`config.mk`:
```
export PLATFORM = sky130hd
export DESIGN_NAME = sequence_generator
export DESIGN_NICKNAME = d
export VERILOG_FILES = /design/src/rtl/seqgen_pkg.sv /design/src/rtl/seqgen_down_counter.sv /design/src/rtl/sequence_generator.sv
export SDC_FILE = /design/constraint.sdc
export NUM_CORES = 1
export LEC_CHECK = 0
export CELL_PAD_IN_SITES_DETAIL_PLACEMENT = 1
export CELL_PAD_IN_SITES_GLOBAL_PLACEMENT = 2
export CORE_MARGIN = 10
export CORE_UTILIZATION = 32
export DETAILED_ROUTE_END_ITERATION = 6
export GPL_ROUTABILITY_DRIVEN = 0
export GPL_TIMING_DRIVEN = 1
export PLACE_DENSITY_LB_ADDON = 0.08
export SYNTH_ARGS = -nofsm -noshare
export SYNTH_HDL_FRONTEND = slang
export SYNTH_SLANG_ARGS = --single-unit
```
`constraint.sdc`:
```
create_clock -name clk -period 3.9 [get_ports clk]
set_clock_uncertainty 0.1 [all_clocks]
set_input_delay 1.17 -clock clk [delete_from_list [all_inputs] [get_ports clk]]
set_output_delay 1.17 -clock clk [all_outputs]
set_load 0.03 [all_outputs]
```
`src/rtl/seqgen_pkg.sv`:
```
// Shared types and default sizing for the serial pattern transmitter.
package seqgen_pkg;

    localparam int unsigned SEQGEN_MAX_LEN = 16;
    localparam int unsigned SEQGEN_CNT_W   = 8;

    typedef enum logic [1:0] {
        IDLE = 2'd0,
        SEND = 2'd1,
        GAP  = 2'd2
    } seqgen_state_t;

endpackage

```
`src/rtl/seqgen_down_counter.sv`:
```
// Loadable down-counter that saturates at zero; used for bit index, repeats and gap.
module seqgen_down_counter #(
    parameter int unsigned W = 8
) (
    input  logic         clk,
    input  logic         reset,
    input  logic         load_i,
    input  logic [W-1:0] load_val_i,
    input  logic         dec_i,
    output logic [W-1:0] count_o,
    output logic         zero_o
);

    logic [W-1:0] cnt_q;
    logic [W-1:0] cnt_d;

    // Load has priority; decrement stops at zero so the count never wraps.
    always_comb begin
        cnt_d = cnt_q;
        if (load_i) begin
            cnt_d = load_val_i;
        end else if (dec_i && (cnt_q != '0)) begin
            cnt_d = cnt_q - W'(1);
        end
    end

    always_ff @(posedge clk) begin
        if (reset) begin
            cnt_q <= '0;
        end else begin
            cnt_q <= cnt_d;
        end
    end

    assign count_o = cnt_q;
    assign zero_o  = (cnt_q == '0);

endmodule

```
`src/rtl/sequence_generator.sv`:
```
// Serial pattern transmitter: shifts a latched pattern out MSB-first, repeated
// N times with a filler gap between instances. Outputs are registered.
module sequence_generator
    import seqgen_pkg::*;
#(
    parameter int unsigned MAX_LEN = SEQGEN_MAX_LEN,
    parameter int unsigned CNT_W   = SEQGEN_CNT_W,
    parameter int unsigned LEN_W   = $clog2(MAX_LEN + 1)
) (
    input  logic               clk,
    input  logic               reset,
    input  logic               start,
    input  logic [MAX_LEN-1:0] pat,
    input  logic [LEN_W-1:0]   pat_len,
    input  logic [CNT_W-1:0]   repeat_cnt,
    input  logic [CNT_W-1:0]   gap_len,
    input  logic               gap_bit,
    output logic               data_out,
    output logic               data_valid,
    output logic               busy,
    output logic               seq_end,
    output logic               done
);

    seqgen_state_t state_q, state_d;

    logic [MAX_LEN-1:0] pat_q, pat_d;
    logic [LEN_W-1:0]   len_q, len_d;
    logic [CNT_W-1:0]   gap_len_q, gap_len_d;
    logic               gap_bit_q, gap_bit_d;

    logic data_out_q, data_out_d;
    logic data_valid_q, data_valid_d;
    logic busy_q, busy_d;
    logic seq_end_q, seq_end_d;
    logic done_q, done_d;

    logic [LEN_W-1:0]   len_clamped;
    logic               params_ok;
    logic               accept_c;
    logic               finish_c;

    logic               bit_load_c, bit_dec_c, bit_zero;
    logic [LEN_W-1:0]   bit_load_val_c, bit_idx_q, bit_idx_d;
    logic               rep_load_c, rep_dec_c, rep_zero;
    logic [CNT_W-1:0]   rep_cnt_unused;
    logic               gap_load_c, gap_dec_c, gap_zero;
    logic [CNT_W-1:0]   gap_cnt_unused;
    logic [MAX_LEN-1:0] pat_shift;

    assign len_clamped = (pat_len > LEN_W'(MAX_LEN)) ? LEN_W'(MAX_LEN) : pat_len;
    assign params_ok   = (pat_len != '0) && (repeat_cnt != '0);

    // Bit counter holds the index of the bit currently on the line.
    seqgen_down_counter #(.W(LEN_W)) u_bit_cnt (
        .clk        (clk),
        .reset      (reset),
        .load_i     (bit_load_c),
        .load_val_i (bit_load_val_c),
        .dec_i      (bit_dec_c),
        .count_o    (bit_idx_q),
        .zero_o     (bit_zero)
    );

    // Repeat counter holds instances still to send after the current one.
    seqgen_down_counter #(.W(CNT_W)) u_rep_cnt (
        .clk        (clk),
        .reset      (reset),
        .load_i     (rep_load_c),
        .load_val_i (repeat_cnt - CNT_W'(1)),
        .dec_i      (rep_dec_c),
        .count_o    (rep_cnt_unused),
        .zero_o     (rep_zero)
    );

    // Gap counter holds gap cycles remaining after the current one.
    seqgen_down_counter #(.W(CNT_W)) u_gap_cnt (
        .clk        (clk),
        .reset      (reset),
        .load_i     (gap_load_c),
        .load_val_i (gap_len_q - CNT_W'(1)),
        .dec_i      (gap_dec_c),
        .count_o    (gap_cnt_unused),
        .zero_o     (gap_zero)
    );

    always_ff @(posedge clk) begin
        if (reset) begin
            state_q      <= IDLE;
            pat_q        <= '0;
            len_q        <= '0;
            gap_len_q    <= '0;
            gap_bit_q    <= 1'b0;
            data_out_q   <= 1'b0;
            data_valid_q <= 1'b0;
            busy_q       <= 1'b0;
            seq_end_q    <= 1'b0;
            done_q       <= 1'b0;
        end else begin
            state_q      <= state_d;
            pat_q        <= pat_d;
            len_q        <= len_d;
            gap_len_q    <= gap_len_d;
            gap_bit_q    <= gap_bit_d;
            data_out_q   <= data_out_d;
            data_valid_q <= data_valid_d;
            busy_q       <= busy_d;
            seq_end_q    <= seq_end_d;
            done_q       <= done_d;
        end
    end

    // Next-state and counter control.
    always_comb begin
        state_d        = state_q;
        accept_c       = 1'b0;
        finish_c       = 1'b0;
        bit_load_c     = 1'b0;
        bit_load_val_c = len_q - LEN_W'(1);
        bit_dec_c      = 1'b0;
        rep_load_c     = 1'b0;
        rep_dec_c      = 1'b0;
        gap_load_c     = 1'b0;
        gap_dec_c      = 1'b0;
        case (state_q)
            IDLE: begin
                if (start) begin
                    if (params_ok) begin
                        accept_c       = 1'b1;
                        state_d        = SEND;
                        bit_load_c     = 1'b1;
                        bit_load_val_c = len_clamped - LEN_W'(1);
                        rep_load_c     = 1'b1;
                    end else begin
                        finish_c = 1'b1;
                    end
                end
            end
            SEND: begin
                if (!bit_zero) begin
                    bit_dec_c = 1'b1;
                end else if (rep_zero) begin
                    state_d  = IDLE;
                    finish_c = 1'b1;
                end else begin
                    rep_dec_c = 1'b1;
                    if (gap_len_q != '0) begin
                        state_d    = GAP;
                        gap_load_c = 1'b1;
                    end else begin
                        bit_load_c = 1'b1;
                    end
                end
            end
            GAP: begin
                if (gap_zero) begin
                    state_d    = SEND;
                    bit_load_c = 1'b1;
                end else begin
                    gap_dec_c = 1'b1;
                end
            end
            default: state_d = IDLE;
        endcase
    end

    // Output and data-register next values, derived from the next state.
    always_comb begin
        pat_d     = accept_c ? pat         : pat_q;
        len_d     = accept_c ? len_clamped : len_q;
        gap_len_d = accept_c ? gap_len     : gap_len_q;
        gap_bit_d = accept_c ? gap_bit     : gap_bit_q;

        bit_idx_d = bit_idx_q;
        if (bit_load_c) begin
            bit_idx_d = bit_load_val_c;
        end else if (bit_dec_c) begin
            bit_idx_d = bit_idx_q - LEN_W'(1);
        end
        pat_shift = pat_d >> bit_idx_d;

        data_out_d   = 1'b0;
        data_valid_d = 1'b0;
        busy_d       = 1'b0;
        seq_end_d    = 1'b0;
        done_d       = finish_c;
        case (state_d)
            SEND: begin
                data_out_d   = pat_shift[0];
                data_valid_d = 1'b1;
                busy_d       = 1'b1;
                seq_end_d    = (bit_idx_d == '0);
            end
            GAP: begin
                data_out_d   = gap_bit_d;
                data_valid_d = 1'b1;
                busy_d       = 1'b1;
            end
            default: ;
        endcase
    end

    assign data_out   = data_out_q;
    assign data_valid = data_valid_q;
    assign busy       = busy_q;
    assign seq_end    = seq_end_q;
    assign done       = done_q;

endmodule

```
# Yosys cells after proc, flatten, opt, wreduce, memory -nomap -nowiden
# Index checks and enable logic that the tools add are counted.
# Widths: inputs -> output; s select.
totals:
  reg_bits: 57
  inputBits: 41
  out_inout_bits: 5
  elab_cells: 93
classes:
  addsub: 7
  n_lt_le_gt_ge: 1
  n_eq_ne: 4
  shift: 1
  mux: 47
  bitwise: 1
  n_reduce_logical: 20
op_table:
  columns: ["op", "n"]
  rows:
  - ["$mux 5", 8]
  - ["$mux 8", 4]
  - ["$reduce_bool 8->1", 4]
  - ["$sub 8x1->8 const B", 4]
  - ["$mux 1", 24]
  - ["$logic_not 8->1", 2]
  - ["$mux 16", 1]
  - ["$shr 16x5->1", 1]
  - ["$sub 5x1->5 const B", 3]
  - ["$mux 2", 6]
  - ["$logic_not 5->1", 2]
  - ["$reduce_bool 5->1", 2]
  - ["$pmux 2 s3", 1]
  - ["$reduce_bool 2->1", 3]
  - ["$gt 5x5->1 const B", 1]
  - ["$eq 2x1->1 const B", 2]
  - ["$eq 2x2->1 const B", 2]
  - ["$logic_and 1x1->1", 4]
  - ["$pmux 1 s2", 2]
  - ["$reduce_or 2->1", 2]
  - ["$pmux 1 s3", 1]
  - ["$logic_not 2->1", 1]
  - ["$not 1->1", 1]

# Depth between registers and ports, before layout
# Gate-level depths: netlist of the first run.
logic_depth:
  ltp_word: 9
  depth_mapped: 13
  depth_no_buf: 12

# By module
# From an unflattened synthesis of the first run, not the netlist that was laid out.
unflattened:
  hier_cells: 474
  hier_area_um2: 3794.9
modules_own_cells:
  columns: ["module", "n_inst", "cells_per_inst", "area_each_um2", "seq_area_each_um2"]
  rows:
  - ["sequence_generator", 1, 319, 2437.3, 720.7]
  - ["seqgen_down_counter (u_gap_cnt ...)", 2, 59, 515.5, 160.2]
  - ["seqgen_down_counter (u_bit_cnt)", 1, 37, 326.6, 100.1]

# Least setup slack after synthesis of the first run
# Ideal clock, no wire load.
synth_path:
  path_kind: "input port to flip-flop"
  start: "input port pat_len[1]"
  end: "register u_rep_cnt.cnt_q[6], in the netlist u_rep_cnt.count_o[6]"
  setup_time_ns: 0.086
  t_arrival_ns: 3.444
  t_required_ns: 3.714
  path_slack_ns: 0.270
  path_stages: 11
  path_buffers: 1
  cell_sequence: "or4_1 o22ai_1 nor2_1 clkbuf_1 mux2i_1 ha_1 nand2_1 a21oi_1 nand2_1 xor2_1 a211oi_1"
synth_via:
  elab_chain_len: 6
  word_cells_on_any_way: 7
  cone_classes: "4 x mux; 3 x reduce/logical"
synth_lines:
  columns: ["item", "line", "text"]
  rows:
  - ["from (decl)", "sequence_generator.sv:14", "input logic [LEN_W-1:0] pat_len,"]
  - ["$reduce_bool 5->1 *", "sequence_generator.sv:52", "assign params_ok = (pat_len != '0) && (repeat_cnt != '0);"]
  - ["$logic_and 1x1->1 *", "sequence_generator.sv:52", null]
  - ["$mux 1 *", "sequence_generator.sv:128", "if (params_ok) begin"]
  - ["$mux 1 *", "sequence_generator.sv:127", "if (start) begin"]
  - ["$mux 1 *", "sequence_generator.sv:125", "case (state_q)"]
  - ["$mux 8 or $reduce_bool 2->1 (tied branches)", null, null]
  - ["to (signal assigned)", "seqgen_down_counter.sv:31", "cnt_q <= cnt_d;"]
  - ["to (decl)", "seqgen_down_counter.sv:14", "logic [W-1:0] cnt_q;"]
# Mark *: on every way between the ends. The rest lies on a longest branch, timed or not.
# A chain may end at the register's enable or synchronous reset.

# Worst setup path after layout of the first run
layout_path:
  start: "input port repeat_cnt[1]"
  end: "register u_rep_cnt.cnt_q[6], in the netlist u_rep_cnt.count_o[6]"
layout_via:
  elab_chain_len: 6
  word_cells_on_any_way: 8
  cone_classes: "1 x add/sub; 4 x mux; 3 x reduce/logical"
layout_lines:
  columns: ["item", "line", "text"]
  rows:
  - ["from (decl)", "sequence_generator.sv:15", "input logic [CNT_W-1:0] repeat_cnt,"]
  - ["$reduce_bool 8->1", "sequence_generator.sv:52", null]
  - ["$logic_and 1x1->1", "sequence_generator.sv:52", null]
  - ["$mux 1", "sequence_generator.sv:128", null]
  - ["$mux 1", "sequence_generator.sv:127", null]
  - ["$mux 1", "sequence_generator.sv:125", null]
  - ["$mux 8 or $reduce_bool 2->1 (tied branches)", null, null]
# Several ways; a longest one is shown, not always the timed one.

==> summary.md, run 1 <==
| Metric | Value |
|---|---|
| Cell Area, Synth | 3320 um2 |
| Worst R2R Start | u_bit_cnt.count_o[0] |
| Hold Startpoint | pat_q[14] |
| Number of core rows | 37 |
| RSZ-0062 raised after global routing | no |
| CTS Buffer Depth | 2 |
| TritonCTS clock tree | done |
| Crit start category | primary input |
| Worst-path maximum fanout | 7 |
| Inst Count DP | 617 |
| Port Buf Inserts | 45 |
| DR vias | 3,260 |
| Clock network latency to the later pin of the worst-skew pair | 360 ps |
| Num CTS Buffers | 9 |
| Layout cells sized above 1 | 16.0% |
| TritonCTS Sinks | 57 |
| Pre-Repair DR Iteration Count | 4 |
| Largest net degree at the start of global routing | 31 |
| Die width | 122 um |
| Die Area | 14,800 um2 |
| Syn avg cell area | 7.96 um2 |
| Initial antenna violation count | 0 |
| Setup violators final | 0 |
| Sequential share of the synthesized area | 34.4% |
| WL final | 10.3 mm |
| Gr ovfl total | 0 |
| Die Y | 122 um |
| Buf/Inv on CP | 2 |
| WP data required | 4070 ps |
| Clock root buffer | clkbuf_8 |
| Avg WL per Cell | 16.3 um |
| CP top delay family | simple AND/OR/NAND/NOR gates |
| Net count after synthesis | 466 |
| Final worst-path cycle share | 95.4% |
| Worst slew margin | 59.1% |
| Final Max Tran Viols | 0 |
| Largest stage delay on the critical path | 560 ps |
| Fillers | 1,243 |
| Pre-CTS setup slack | -183 ps |
| Seq cells post-synth | 57 |
| Post-synth cell types | 62 |
| Tightest Pin Transition | 614 ps |
| Post-detail-place hpwl | 7.72 mm |
| Critical Path Most Common Cell | nand2_1 |
| Worst-path clk slew | 60 ps |
| Final Hold Fails | 0 |
| Vias in the first global route | 3,383 |
| Setup crit start | repeat_cnt[1] |
| I/O pin count | 46 |
| Final hold slack | 354 ps |
| Cell-by-cell trace of the critical path | clkdlybuf4s50_1, or4_4, o22ai_1, buf_4, nor2_4, mux2i_1, ha_1, nand2_1, a21oi_1, nand2_1, xor2_1, a211oi_1 |
| VDD IR-drop max | 0.000187 V |
| Status | finished, final reports clean |
| Async S/R FF share, synth | 0% |
| Top_reg_cell synth | dfxtp_1 |
| CTS Hold Bufs | 0 |
| Final nets | 541 |
| Antenna Violating Nets Remaining | 0 |
| First-pass GRT wire length | 17.1 mm |
| Post-route cell area | 4410 um2 |
| Max-capacitance violation count | 0 |
| Starting Density | 32.4% |
| Static Leak | 1.75 nW |
| Finished Layout Cells | 631 |
| Tot GR Track Use | 14.4% |
| Area after DPL | 4170 um2 |
| CP endpoint kind | register |
| CTS HTree Levels | 3 |
| Min Tclk post-route | 3720 ps |
| Final worst slack | 181 ps |
| # DRC | 0 |
| Crit path DAT | 3890 ps |
| Total power | 2.64 mW |
| Core ar. | 10,200 um2 |
| Drt via density | 5.17 |
| Most common cell after layout, fill and taps aside | nand2_1 |
| Slowest-stage cell, CP | or4_4 |
| Layout area overhead | 33.0% |
| Most frequent cells in the layout | nand2_1 (81), dfxtp_1 (57), clkdlybuf4s50_1 (44), buf_4 (44), nor2_1 (43) |
| Post-Syn Instances | 417 |
| Power density cells | 598 nW/um2 |
| Fmax achieved | 0.269 GHz |
| Syn. warnings | 0 |
| # diodes | 0 |
| Post-synth EDFFs | 0 |
| Worst min path class | register to register |
| Critical path class | primary input to register |
| DR iter-0 viols | 95 |
-- tightest hold or removal path: cells and delay by family, from the launching register on --
family | cells | cell delay (ps)
compound gates | 1 | 50
flops | 1 | 310
simple gates | 1 | 50
-- final cells by class --
class                      instances  area (um2)  share of cell area [%]
clock buffer                      11         151                    3.43
clock inverter                     3        65.1                    1.47
inverter                           6        22.5                   0.510
multi-input combinational        329        2090                    47.3
sequential                        57        1140                    25.9
tap                              136         170                    3.85
timing repair buffer              89         776                    17.6
-- flip-flops by register name (all words and copies together) (netlist names) --
| signal | cells |
|---|---|
| gap_len_q | 8 |
| busy | 1 |
| u_rep_cnt.count_o | 8 |
| u_gap_cnt.count_o | 8 |
| pat_q | 16 |
| gap_bit_q | 1 |
| done | 1 |
| seq_end | 1 |
| state_q | 2 |
| u_bit_cnt.count_o | 5 |
| data_out | 1 |
| len_q | 5 |
-- per-stage QoR --
stage                     TNS (ps)  utilization [%]
final                            0             43.1
after CTS                        0             42.9
after floorplan                  0                -
after global placement        -262             40.7
after global routing             0             43.1
after detailed placement      -501             40.7
-- worst paths after layout --
kind / cells past startpoint / to / slack [ps]
worst max-delay path: 12 / u_rep_cnt.count_o[6] / 180
worst min-delay path: 2 / pat_q[14] / 350
worst max register to register: 11 / data_out / 440
worst min register to register: 2 / pat_q[14] / 350
-- routing by layer --
| layer | global-route usage (%) | wire (um) |
|---|---|---|
| met1 | 17.4 | 4740 |
| met2 | 24.4 | 5070 |
| met3 | 3.24 | 287 |
| met4 | 5.44 | 173 |
| met5 | 0 | 0 |
-- cells in the mapped netlist, types with 2 or more instances --
cell type,n,area [um2]
nand2_1,81,304
mux2_1,2,22.5
nand3_1,8,40.0
mux2_2,4,45.0
a21oi_1,41,205
o21ai_0,6,30.0
clkbuf_1,18,67.6
buf_4,2,15.0
o211ai_1,4,30.0
nor2_1,44,165
a31oi_1,7,43.8
nor4_2,2,25.0
xor2_1,13,114
nor2b_1,3,18.8
o211a_1,2,20.0
or4_1,5,37.5
dfxtp_1,57,1140
inv_1,5,18.8
o22ai_1,4,25.0
buf_2,2,10.0
o31ai_1,2,15.0
nor4b_1,2,17.5
and2_1,4,25.0
xnor2_1,5,43.8
o21ai_1,2,10.0
nor3_1,4,20.0
a211oi_1,9,67.6
ha_1,8,100
a21boi_0,2,15.0
nor4_1,5,31.3
or3_1,7,43.8
nand2b_1,3,18.8
mux2i_1,21,210
buf_1,3,11.3
nand3b_1,3,22.5
-- timing repair --
action,4_1_cts,5_1_grt
gates resized for setup,0,7
setup endpoints to repair,0,3
setup buffers,0,0
-- report_power, final --
group          total, mW  switching, mW  internal (mW)
registers          0.776         0.0979          0.678
clock network      0.641          0.254          0.386
logic               1.22          0.647          0.576
-- cell families (layout without fill, tap and decap cells) --
family / Yosys count / count (layout) / share of synthesized area (%)
flip-flops: 57 / 57 / 34.4
buffers and inverters: 31 / 109 / 3.81
XOR/XNOR: 18 / 18 / 4.75
AND/OR/NAND/NOR: 178 / 178 / 25.2
AO/OA/AOI/OAI: 97 / 97 / 19.8
adder cells (fa/ha/maj): 8 / 8 / 3.02
multiplexers: 28 / 28 / 9.05
No activity file was read; power rests on OpenSTA's default activity.
==> inputs of run 2 (changes only) <==
ABC_CLOCK_PERIOD_IN_PS = 3900   (was unset)
==> results of run 2 <==
No change in the layout: final DEF, timing and power equal those of run 1.
==> inputs of run 3 (changes only) <==
ABC_CLOCK_PERIOD_IN_PS = 4600   (was 3900)
CORE_UTILIZATION = 35   (was 32)
clock period = 4.6 ns   (was 3.9 ns; I/O delays follow)
==> summary.md, run 3 (synthesized netlist as in run 1, its figures left out) <==
| Metric | Value |
|---|---|
| Status | finished, final reports clean |
| Crit path DAT | 4260 ps (+370 ps) |
| Finished Layout Cells | 595 (-5.7%) |
| DR iter-0 viols | 108 (+14%) |
| Tot GR Track Use | 14.1% (-0.33 points) |
| Worst-path clk slew | 70 ps (about the same) |
| Critical path class | primary input to register |
| Metal-1 WL | 4.67 mm (-1.5%) |
| Core ar. | 9240 um2 (-9.7%) |
| CTS Buffer Depth | 2 (unchanged) |
| Most flop-heavy register | pat_q |
| CTS Hold Bufs | 0 (unchanged) |
| Final Max Tran Viols | 0 (unchanged) |
| TritonCTS Sinks | 57 (unchanged) |
| Power density cells | 497 nW/um2 (-17%) |
| Post-detail-place hpwl | 7.11 mm (-7.9%) |
| RSZ-0062 raised after global routing | no |
| Inst Count DP | 579 (-6.2%) |
| VDD IR-drop max | 0.000177 V (-5.7%) |
| Die Area | 13,800 um2 (-7.2%) |
| Initial antenna violation count | 0 (unchanged) |
| Final Hold Fails | 0 (unchanged) |
| Port Buf Inserts | 45 (unchanged) |
| TritonCTS clock tree | done |
| Crit start category | primary input |
| Largest stage delay on the critical path | 590 ps (+30 ps) |
| Worst-path maximum fanout | 21 (+14) |
| Fillers | 1,126 (-9.4%) |
| Max-capacitance violation count | 0 (unchanged) |
| Slowest-stage cell, CP | or4_1 |
| Wire length on met3 | 181 um (-37%) |
| Static Leak | 1.58 nW (-9.7%) |
| Clock root buffer | clkbuf_8 |
| Final core occ | 44.6% (+1.5 points) |
| Post-CTS setup buffers | 0 (unchanged) |
| Layout cells sized above 1 | 9.44% (-6.5 points) |
| Drt via density | 5.28 (+2.1%) |
| WL final | 9.63 mm (-6.2%) |
| Vias in the first global route | 3,185 (-5.9%) |
| Starting Density | 35.9% (+3.5 points) |
| Top sig layer | met4 |
| CP top delay family | simple AND/OR/NAND/NOR gates |
| Critical Path Most Common Cell | nand2_1 |
| Die width | 117 um (-3.7%) |
| Cell-by-cell trace of the critical path | clkdlybuf4s50_1, or4_1, o22ai_1, nor2_4, mux2i_1, ha_1, nand2_1, a21oi_1, nand2_1, xor2_1, a211oi_1 |
| WP data required | 4750 ps (+680 ps) |
| Worst slew margin | 54.9% (-4.2 points) |
| First-pass GRT wire length | 16.5 mm (-3.5%) |
| I/O pin count | 46 (unchanged) |
| # resized after CTS | 0 (unchanged) |
| Final nets | 510 (-5.7%) |
| CP endpoint kind | register |
| Antenna Violating Nets Remaining | 0 (unchanged) |
| Sum Neg Setup Slack | 0 ps (unchanged) |
| Tightest Pin Transition | 668 ps (+53.7 ps) |
| Largest net degree at the start of global routing | 32 (+3.2%) |
| Pre-Repair DR Iteration Count | 4 (unchanged) |
| Gr ovfl total | 0 (unchanged) |
| CTS HTree Levels | 3 (unchanged) |
| Largest register FFs | 16 (unchanged) |
| Avg WL per Cell | 16.2 um (-0.55%) |
| WL met2 | 4.65 mm (-8.4%) |
| # diodes | 0 (unchanged) |
| Num CTS Buffers | 9 (unchanged) |
| Number of core rows | 35 (-5.4%) |
| Clock network latency to the later pin of the worst-skew pair | 330 ps (-30 ps) |
| Layout area overhead | 24.2% |
| DR vias | 3,139 (-3.7%) |
| Most frequent cells in the layout | nand2_1 (81), dfxtp_1 (57), clkdlybuf4s50_1 (44) |
| Final worst-path cycle share | 89.3% |
| Die Y | 117 um (-3.7%) |
| Most common cell after layout, fill and taps aside | nand2_1 |
| Fmax achieved | 0.243 GHz |
| Min Tclk post-route | 4110 ps |
| Setup violators final | 0 (unchanged) |
| Total power | 2.05 mW (-22%) |
| # DRC | 0 (unchanged) |
| Buf/Inv on CP | 1 (-1) |
| Worst min path class | register to register |
-- run 3: worst reg2reg max path, cell delays in order (launching register included) --
cell and delay, ps:
dfxtp_1 350, inv_1 90, ha_1 170, or4b_4 500, a211oi_4 520, nand2_1 430
mux2i_1 480, ha_1 290, nand2_1 130, nor2_1 150, xor2_1 150, nand2_1 60
a311oi_1 260
-- run 3: power breakdown --
part           internal (mW)  switching (mW)
Combinational          0.394           0.513
Clock                  0.263           0.220
Sequential             0.575          0.0834
Total                   1.23           0.816
-- run 3: cell type report --
| class | instances | area, um2 | area share [%] |
|---|---|---|---|
| flip-flops and latches | 57 | 1140 | 27.7 |
| repair buffers | 58 | 543 | 13.2 |
| inverters | 6 | 22.5 | 0.546 |
| clock buffers | 11 | 141 | 3.43 |
| multi-input cells | 329 | 2060 | 49.9 |
| well taps | 129 | 161 | 3.92 |
| clock inverters | 5 | 55.1 | 1.34 |
-- run 3: final timing paths --
check        slack, ps                   end  cells past startpoint                 start
max                490  u_rep_cnt.count_o[6]                     11            pat_len[1]
min reg2reg        360             pat_q[11]                      2             pat_q[11]
min                360             pat_q[11]                      2             pat_q[11]
max reg2reg        840  u_gap_cnt.count_o[4]                     12  u_bit_cnt.count_o[0]
-- run 3: per-stage QoR --
stage                     cell area [um2]  worst slack (ps)  hold WS [ps]
final                                4120               491           356
after global routing                 4120               177           376
after global placement               3930               238           339
after detailed placement             3930               115           350
after CTS                            4120               471           360
after floorplan                      3320               760           332
-- run 3: layer usage --
metal | track usage (%) | up-vias
met5 | 0 | -
met1 | 18.0 | 1528
met2 | 23.7 | 34
met3 | 2.16 | 15
met4 | 4.23 | 0
li1 | - | 1562
